`src/rtl/inst_mem_responder.sv`:
```
// inst_mem_responder: instruction fetch responder with WAIT_CYCLES wait states; define INST_MEM_PROG_PORT_EN for a write port
module inst_mem_responder #(
  parameter int DEPTH_WORDS = 1024,
  parameter int WAIT_CYCLES = 1
) (
  input  logic        clk,
  input  logic        reset,
  input  logic        inst_mem_read,
  input  logic [31:0] inst_mem_address,
  input  logic        stall,
  output logic        inst_mem_ready,
  output logic        inst_mem_is_valid,
  output logic [31:0] inst_mem_read_data,
  output logic [1:0]  inst_mem_offset,
  output logic        inst_mem_error
`ifdef INST_MEM_PROG_PORT_EN
  ,
  input  logic                           prog_we,
  input  logic [$clog2(DEPTH_WORDS)-1:0] prog_addr,
  input  logic [31:0]                    prog_wdata
`endif
);
  localparam logic [1:0] IDLE = 2'd0, WAIT = 2'd1, RESP = 2'd2;
  logic [1:0]  state_q, state_d;
  logic [3:0]  cnt_q, cnt_d;
  logic [31:0] addr_q, addr_d;
  logic [31:0] rdata_q, rdata_d;
  logic [1:0]  off_q, off_d;
  logic        err_q, err_d;
  logic        accept, enter_resp, oor;
  logic [31:0] rd_addr, word;
  logic [29:0] widx;
  // Power-up program: word i holds "addi x1, x0, i-4", so word 4 is 32'h0000_0093
  function automatic logic [31:0] init_word(input logic [31:0] i);
    return 32'h0000_0093 | ((i - 32'd4) << 20);
  endfunction
`ifdef INST_MEM_PROG_PORT_EN
  typedef logic [31:0] mem_t [DEPTH_WORDS];
  function automatic mem_t init_mem();
    mem_t m;
    for (int k = 0; k < DEPTH_WORDS; k++) m[k] = init_word(32'(k));
    return m;
  endfunction
  mem_t mem_q = init_mem();
  // Program port writes on every edge, reset included; the fetch read sees the old word
  always_ff @(posedge clk)
    if (prog_we) mem_q[prog_addr] <= prog_wdata;
  assign word = mem_q[widx[$clog2(DEPTH_WORDS)-1:0]];
`else
  assign word = init_word({2'b00, widx});
`endif
  assign inst_mem_ready    = state_q == IDLE || (state_q == RESP && !stall);
  assign inst_mem_is_valid = state_q == RESP;
  assign accept            = inst_mem_read && inst_mem_ready;
  assign enter_resp        = (accept && WAIT_CYCLES == 0) || (state_q == WAIT && cnt_q == 4'd0);
  assign rd_addr           = state_q == WAIT ? addr_q : inst_mem_address;
  assign widx              = rd_addr[31:2];
  assign oor               = {2'b00, widx} >= 32'(DEPTH_WORDS);
  // Next-state and response capture
  always_comb begin
    state_d = accept ? (WAIT_CYCLES > 0 ? WAIT : RESP)
            : state_q == WAIT ? (cnt_q == 4'd0 ? RESP : WAIT)
            : state_q == RESP && !stall ? IDLE : state_q;
    cnt_d   = accept ? 4'(WAIT_CYCLES > 0 ? WAIT_CYCLES - 1 : 0)
            : state_q == WAIT && cnt_q != 4'd0 ? cnt_q - 4'd1 : cnt_q;
    addr_d  = accept ? inst_mem_address : addr_q;
    rdata_d = enter_resp ? (oor ? 32'h0000_0013 : word) : rdata_q;
    off_d   = enter_resp ? rd_addr[1:0] : off_q;
    err_d   = enter_resp ? oor : err_q;
  end
  // State registers with synchronous reset; array contents are untouched by reset
  always_ff @(posedge clk) begin
    if (reset) begin
      state_q <= IDLE;
      cnt_q   <= '0;
      addr_q  <= '0;
      rdata_q <= '0;
      off_q   <= '0;
      err_q   <= 1'b0;
    end else begin
      state_q <= state_d;
      cnt_q   <= cnt_d;
      addr_q  <= addr_d;
      rdata_q <= rdata_d;
      off_q   <= off_d;
      err_q   <= err_d;
    end
  end
  assign inst_mem_read_data = rdata_q;
  assign inst_mem_offset    = off_q;
  assign inst_mem_error     = err_q;
endmodule

```
`config.mk`:
```
export PLATFORM = sky130hd
export DESIGN_NAME = inst_mem_responder
export DESIGN_NICKNAME = d
export VERILOG_FILES = /design/src/rtl/inst_mem_responder.sv
export SDC_FILE = /design/constraint.sdc
export NUM_CORES = 1
export LEC_CHECK = 0
export CORE_ASPECT_RATIO = 1.75
export CORE_MARGIN = 2
export CORE_UTILIZATION = 42
export CTS_CLUSTER_DIAMETER = 40
export DETAILED_ROUTE_END_ITERATION = 10
export PLACE_DENSITY_LB_ADDON = 0.25
export REMOVE_ABC_BUFFERS = 1
export SLEW_MARGIN = 10
export SYNTH_ARGS = -nofsm -noshare
export SYNTH_HDL_FRONTEND = slang
export SYNTH_SLANG_ARGS = --single-unit
```
`constraint.sdc`:
```
create_clock -name clk -period 2.1 [get_ports clk]
set_clock_uncertainty 0.05 [all_clocks]
set_input_delay 0.525 -clock clk [delete_from_list [all_inputs] [get_ports clk]]
set_output_delay 0.525 -clock clk [all_outputs]
set_load 0.05 [all_outputs]
```
=== Word level (Yosys, flattened, before mapping) ===
Index checks and enable logic that the tools add are counted.

* Bits in registers: 73
* Latch bits: 0
* RAM bits: 0
* ROM bits: 0
* Output and inout bits: 37
* Memories kept: 0

* $add $sub $neg: 2
* $mul: 0
* Divide/modulo/power cells: 0
* $lt $le $gt $ge: 1
* Equal/unequal tests: 2
* Shift-type cells: 0
* Multiplexer cells: 6
* Bitwise gates (word level): 0
* Reductions and logical operators: 12

{| class="wikitable"
|+ Operators by type and width
! operator !! count
|-
| $mux 32 || 2
|-
| $ge 30x11->1 const B || 1
|-
| $sub 12x3->12 const B || 1
|-
| $mux 2 || 3
|-
| $logic_and 1x1->1 || 4
|-
| $logic_not 4->1 || 1
|-
| $reduce_bool 4->1 || 1
|-
| $sub 4x1->4 const B || 1
|-
| $reduce_bool 3->1 || 1
|-
| $eq 2x1->1 const B || 1
|-
| $eq 2x2->1 const B || 1
|-
| $logic_not 2->1 || 1
|-
| $reduce_bool 2->1 || 1
|-
| $reduce_or 2->1 || 1
|-
| $logic_not 1->1 || 1
|-
| $logic_or 1x1->1 || 1
|-
| $mux 1 || 1
|}

=== Logic depth before layout (Yosys ltp) ===
* Depth after elaboration: 5
* Gate-level depth with buffers: 10
* Mapped depth without buffers: 9

=== Worst setup path after synthesis ===
No wires, ideal clock.

* Kind: input -> register
* Start point: in stall
* End point: reg addr_q[11]
* Library setup time: 70 ps
* Arrival: 2,336 ps
* Data required time: 1,980 ps
* Path slack: -356 ps
* Stages on the path: 6
* Path through: a21oi_1 -> and2_1 -> clkbuf_1 -> clkbuf_1 -> nand2_1 -> a21oi_1

* Word-level cells in the longest chain between the ends: 4

{| class="wikitable"
|+ Ends and longest elaborated chain
! what !! RTL line !! source
|-
| start: declaration || 10 || <nowiki>input logic stall,</nowiki>
|-
| $logic_not 1->1 || 52 || <nowiki>assign inst_mem_ready = state_q == IDLE || (state_q == RESP && !stall);</nowiki>
|-
| $logic_and 1x1->1 || 52 ||
|-
| $logic_or 1x1->1 || 52 ||
|-
| $logic_and 1x1->1 || 54 || <nowiki>assign accept = inst_mem_read && inst_mem_ready;</nowiki>
|-
| end signal: assignment || 83 || <nowiki>addr_q <= addr_d;</nowiki>
|-
| end: declaration || 26 || <nowiki>logic [31:0] addr_q, addr_d;</nowiki>
|}

Every way passes these cells.
A chain may end at the register's enable or synchronous reset.

==> reports/metrics.yaml <==
drv_cap: 0
hold_class: "reg2reg"
placementRows: 37
setup_viol: 0
post-route-period-util: 0.9762
pwr-share-comb: 0.242
cpMaxStageDelayCell: "clkdlybuf4s50_1"
placed_area_sq_mm: 0.003183
power_frac_seq: 0.487
ys_seq_elements: 55
grt_pass1_vias: 1955
crit_chain: "clkdlybuf4s50_1"
fin_ws_ns: 0.04991
drc: 0
p_per_area_mw_per_mm2: 704.1
synthToLayoutAreaGrowth_pct: 32.98
slew_viol_final: 0
drive_gt1_frac: 0.1058
gr-usage-all-layers: 0.1706
routabilityCongestion: 0.8558
coreArea_sq_mm: 0.005787
drt-pass1-iter-count: 4
cp_num_buf_inv: 1
n_antenna_cell: 0
grt_first_pass_wirelength_um: 8976
p_sw_mw: 0.6941
pre_cts_slack_ns: -0.2412
total_power_mw: 2.327
synth_top_area_frac: 0.4431
cts_buffers: 5
final_nets: 416
dr_total_vias: 2222
clkTransAtPathRegs_ns: 0.09
path_delay_family: "buffers and inverters"
p_int_mw: 1.632
crit_arrival_ns: 1.48
place_inst: 448
wl_um: 5652
ant_nets: 0
netlist_top_cells_count: "nand2_1, dfxtp_1, a21oi_1, nor2_1, buf_4"
grt_max_degree: 37
cts_max_path_buffers: 2
antenna_found_initial: 0
rsz0062_at_grt: "true"
clock_power_share: 0.271
startpoint_type: "flip-flop"
root_buffer: "clkbuf_8"
htree_levels: 2
p_sw_frac: 0.2983
ir_drop_v: 0.0004645
relSlewSlack: 0.6366
clkLatencyLatePin_ns: 0.31
reg2reg_slack_ns: 0.12
crit_fanout: 4
hpwl_um: 4001
end_kind: "output pin"
dieHeight_um: 105.8
stdcell_area_sq_mm: 0.003304
start_util: 0.4294
min_period_ns: 2.050
boundaryPins: 73
fin_cells: 456
die_x_um: 62.15
fmax_mhz: 487.8
grt_overflow: 0
wl_per_cell_um: 12.39
ys_warn_count: 0
cts.sinks: 55
ys_top_cells_by_area: "dfxtp_1, nand2_1, a21oi_1"
cts_tree: "yes"
synth_top_flop_cell: "dfxtp_1"
port_buffers: 56
synthCells: 313
synthDistinctLibCells: 36
cp_slowest_stage_delay_ns: 0.81
path_class: "reg2out"
drtIter0Drc: 110
synth_area_leader_cell: "dfxtp_1"
worst_ep_required_time_ns: 1.52
ys_seq_area_frac: 0.4431
hold_viol: 0
worstMarginPinSlew_ns: 0.5451
yosysMostFrequentCell: "nand2_1"
hold_slack_ns: 0.4085
synth_area_sq_mm: 0.002485
status: "completed"
synth_edf_count: 0
dieArea_sq_mm: 0.006572
syn_avg_cell_area_sq_um: 7.939
async_flop_share: 0
leakage_nw: 1.369
ctsHoldBuffers: 0
vias_per_cell: 4.873
sequential cells by signal, summed over array words and instances, names as in the netlist:
signal and flops:
inst_mem_read_data 14, cnt_q 4, inst_mem_error 1, state_q 2, inst_mem_offset 2, addr_q 32
worst paths after layout:
check | startpoint | endpoint | depth (start not counted)
setup / recovery | inst_mem_read_data[4]$_SDFFE_PP0P_ | inst_mem_read_data[1] | 1
setup reg to reg | state_q[1]$_SDFFE_PP0P_ | inst_mem_read_data[31]$_SDFFE_PP0P_ | 7
hold / removal | addr_q[25]$_SDFFE_PP0P_ | addr_q[25]$_SDFFE_PP0P_ | 2
hold reg to reg | addr_q[25]$_SDFFE_PP0P_ | addr_q[25]$_SDFFE_PP0P_ | 2
layout by cell type (no fill, tap or decap), types with 4 or more instances in the layout:
master	instances
clkbuf_8	7
o21ai_0	4
a22oi_1	4
a21oi_1	41
nand2_1	84
mux2i_1	8
nor2_1	22
nor3_1	6
dfxtp_1	55
buf_4	23
nor4_1	9
conb_1	16
buf_12	4
xnor2_1	4
clkdlybuf4s50_1	47
stage by stage:
step                      utilization  setup TNS, ns
after floorplan                     -         -18.92
after global placement         0.5501         -1.225
after detailed placement       0.5501         -1.492
after CTS                      0.5674              0
after global routing           0.5710       -0.05903
final                          0.5710              0
cells by family after synthesis:
group / Yosys count / share of synthesized area
compound gates: 59 / 0.1349
xor+xnor: 6 / 0.02115
fa+ha+maj: 3 / 0.01511
buf+inv: 39 / 0.09063
flops: 55 / 0.4431
mux: 9 / 0.03827
other cells: 1 / 0.001509
simple gates: 141 / 0.2553
routing by layer:
layer / vias up / track usage / wire [um]
li1: 1146 / - / -
met1: 999 / 0.1755 / 2171
met2: 65 / 0.3284 / 3090
met3: 12 / 0.03095 / 249
met4: 0 / 0.07619 / 141
met5: - / 0 / 0
timing repair:
action / in CTS / in global routing
buffers inserted: 0 / 0
setup endpoints to repair: 0 / 7
gates resized for setup: 0 / 6
power by group through the flow:
stage / clock network [mW] / registers (mW) / logic (mW)
final: 0.631 / 1.13 / 0.563
after floorplan: 0 / 1.19 / 0.281
after global routing: 0.688 / 1.14 / 0.611
after detailed placement: 0 / 1.16 / 0.561
after global placement: 0 / 1.15 / 0.556
after CTS: 0.646 / 1.13 / 0.564
cell type report:
class,instances,area [sq um]
clock buffers,8,100.1
fillers,568,2482
inverters,3,11.26
flip-flops and latches,55,1101
repair buffers,78,765.7
multi-input cells,234,1229
well taps,78,97.59
Note: power is estimated with default switching activity, not from simulation.
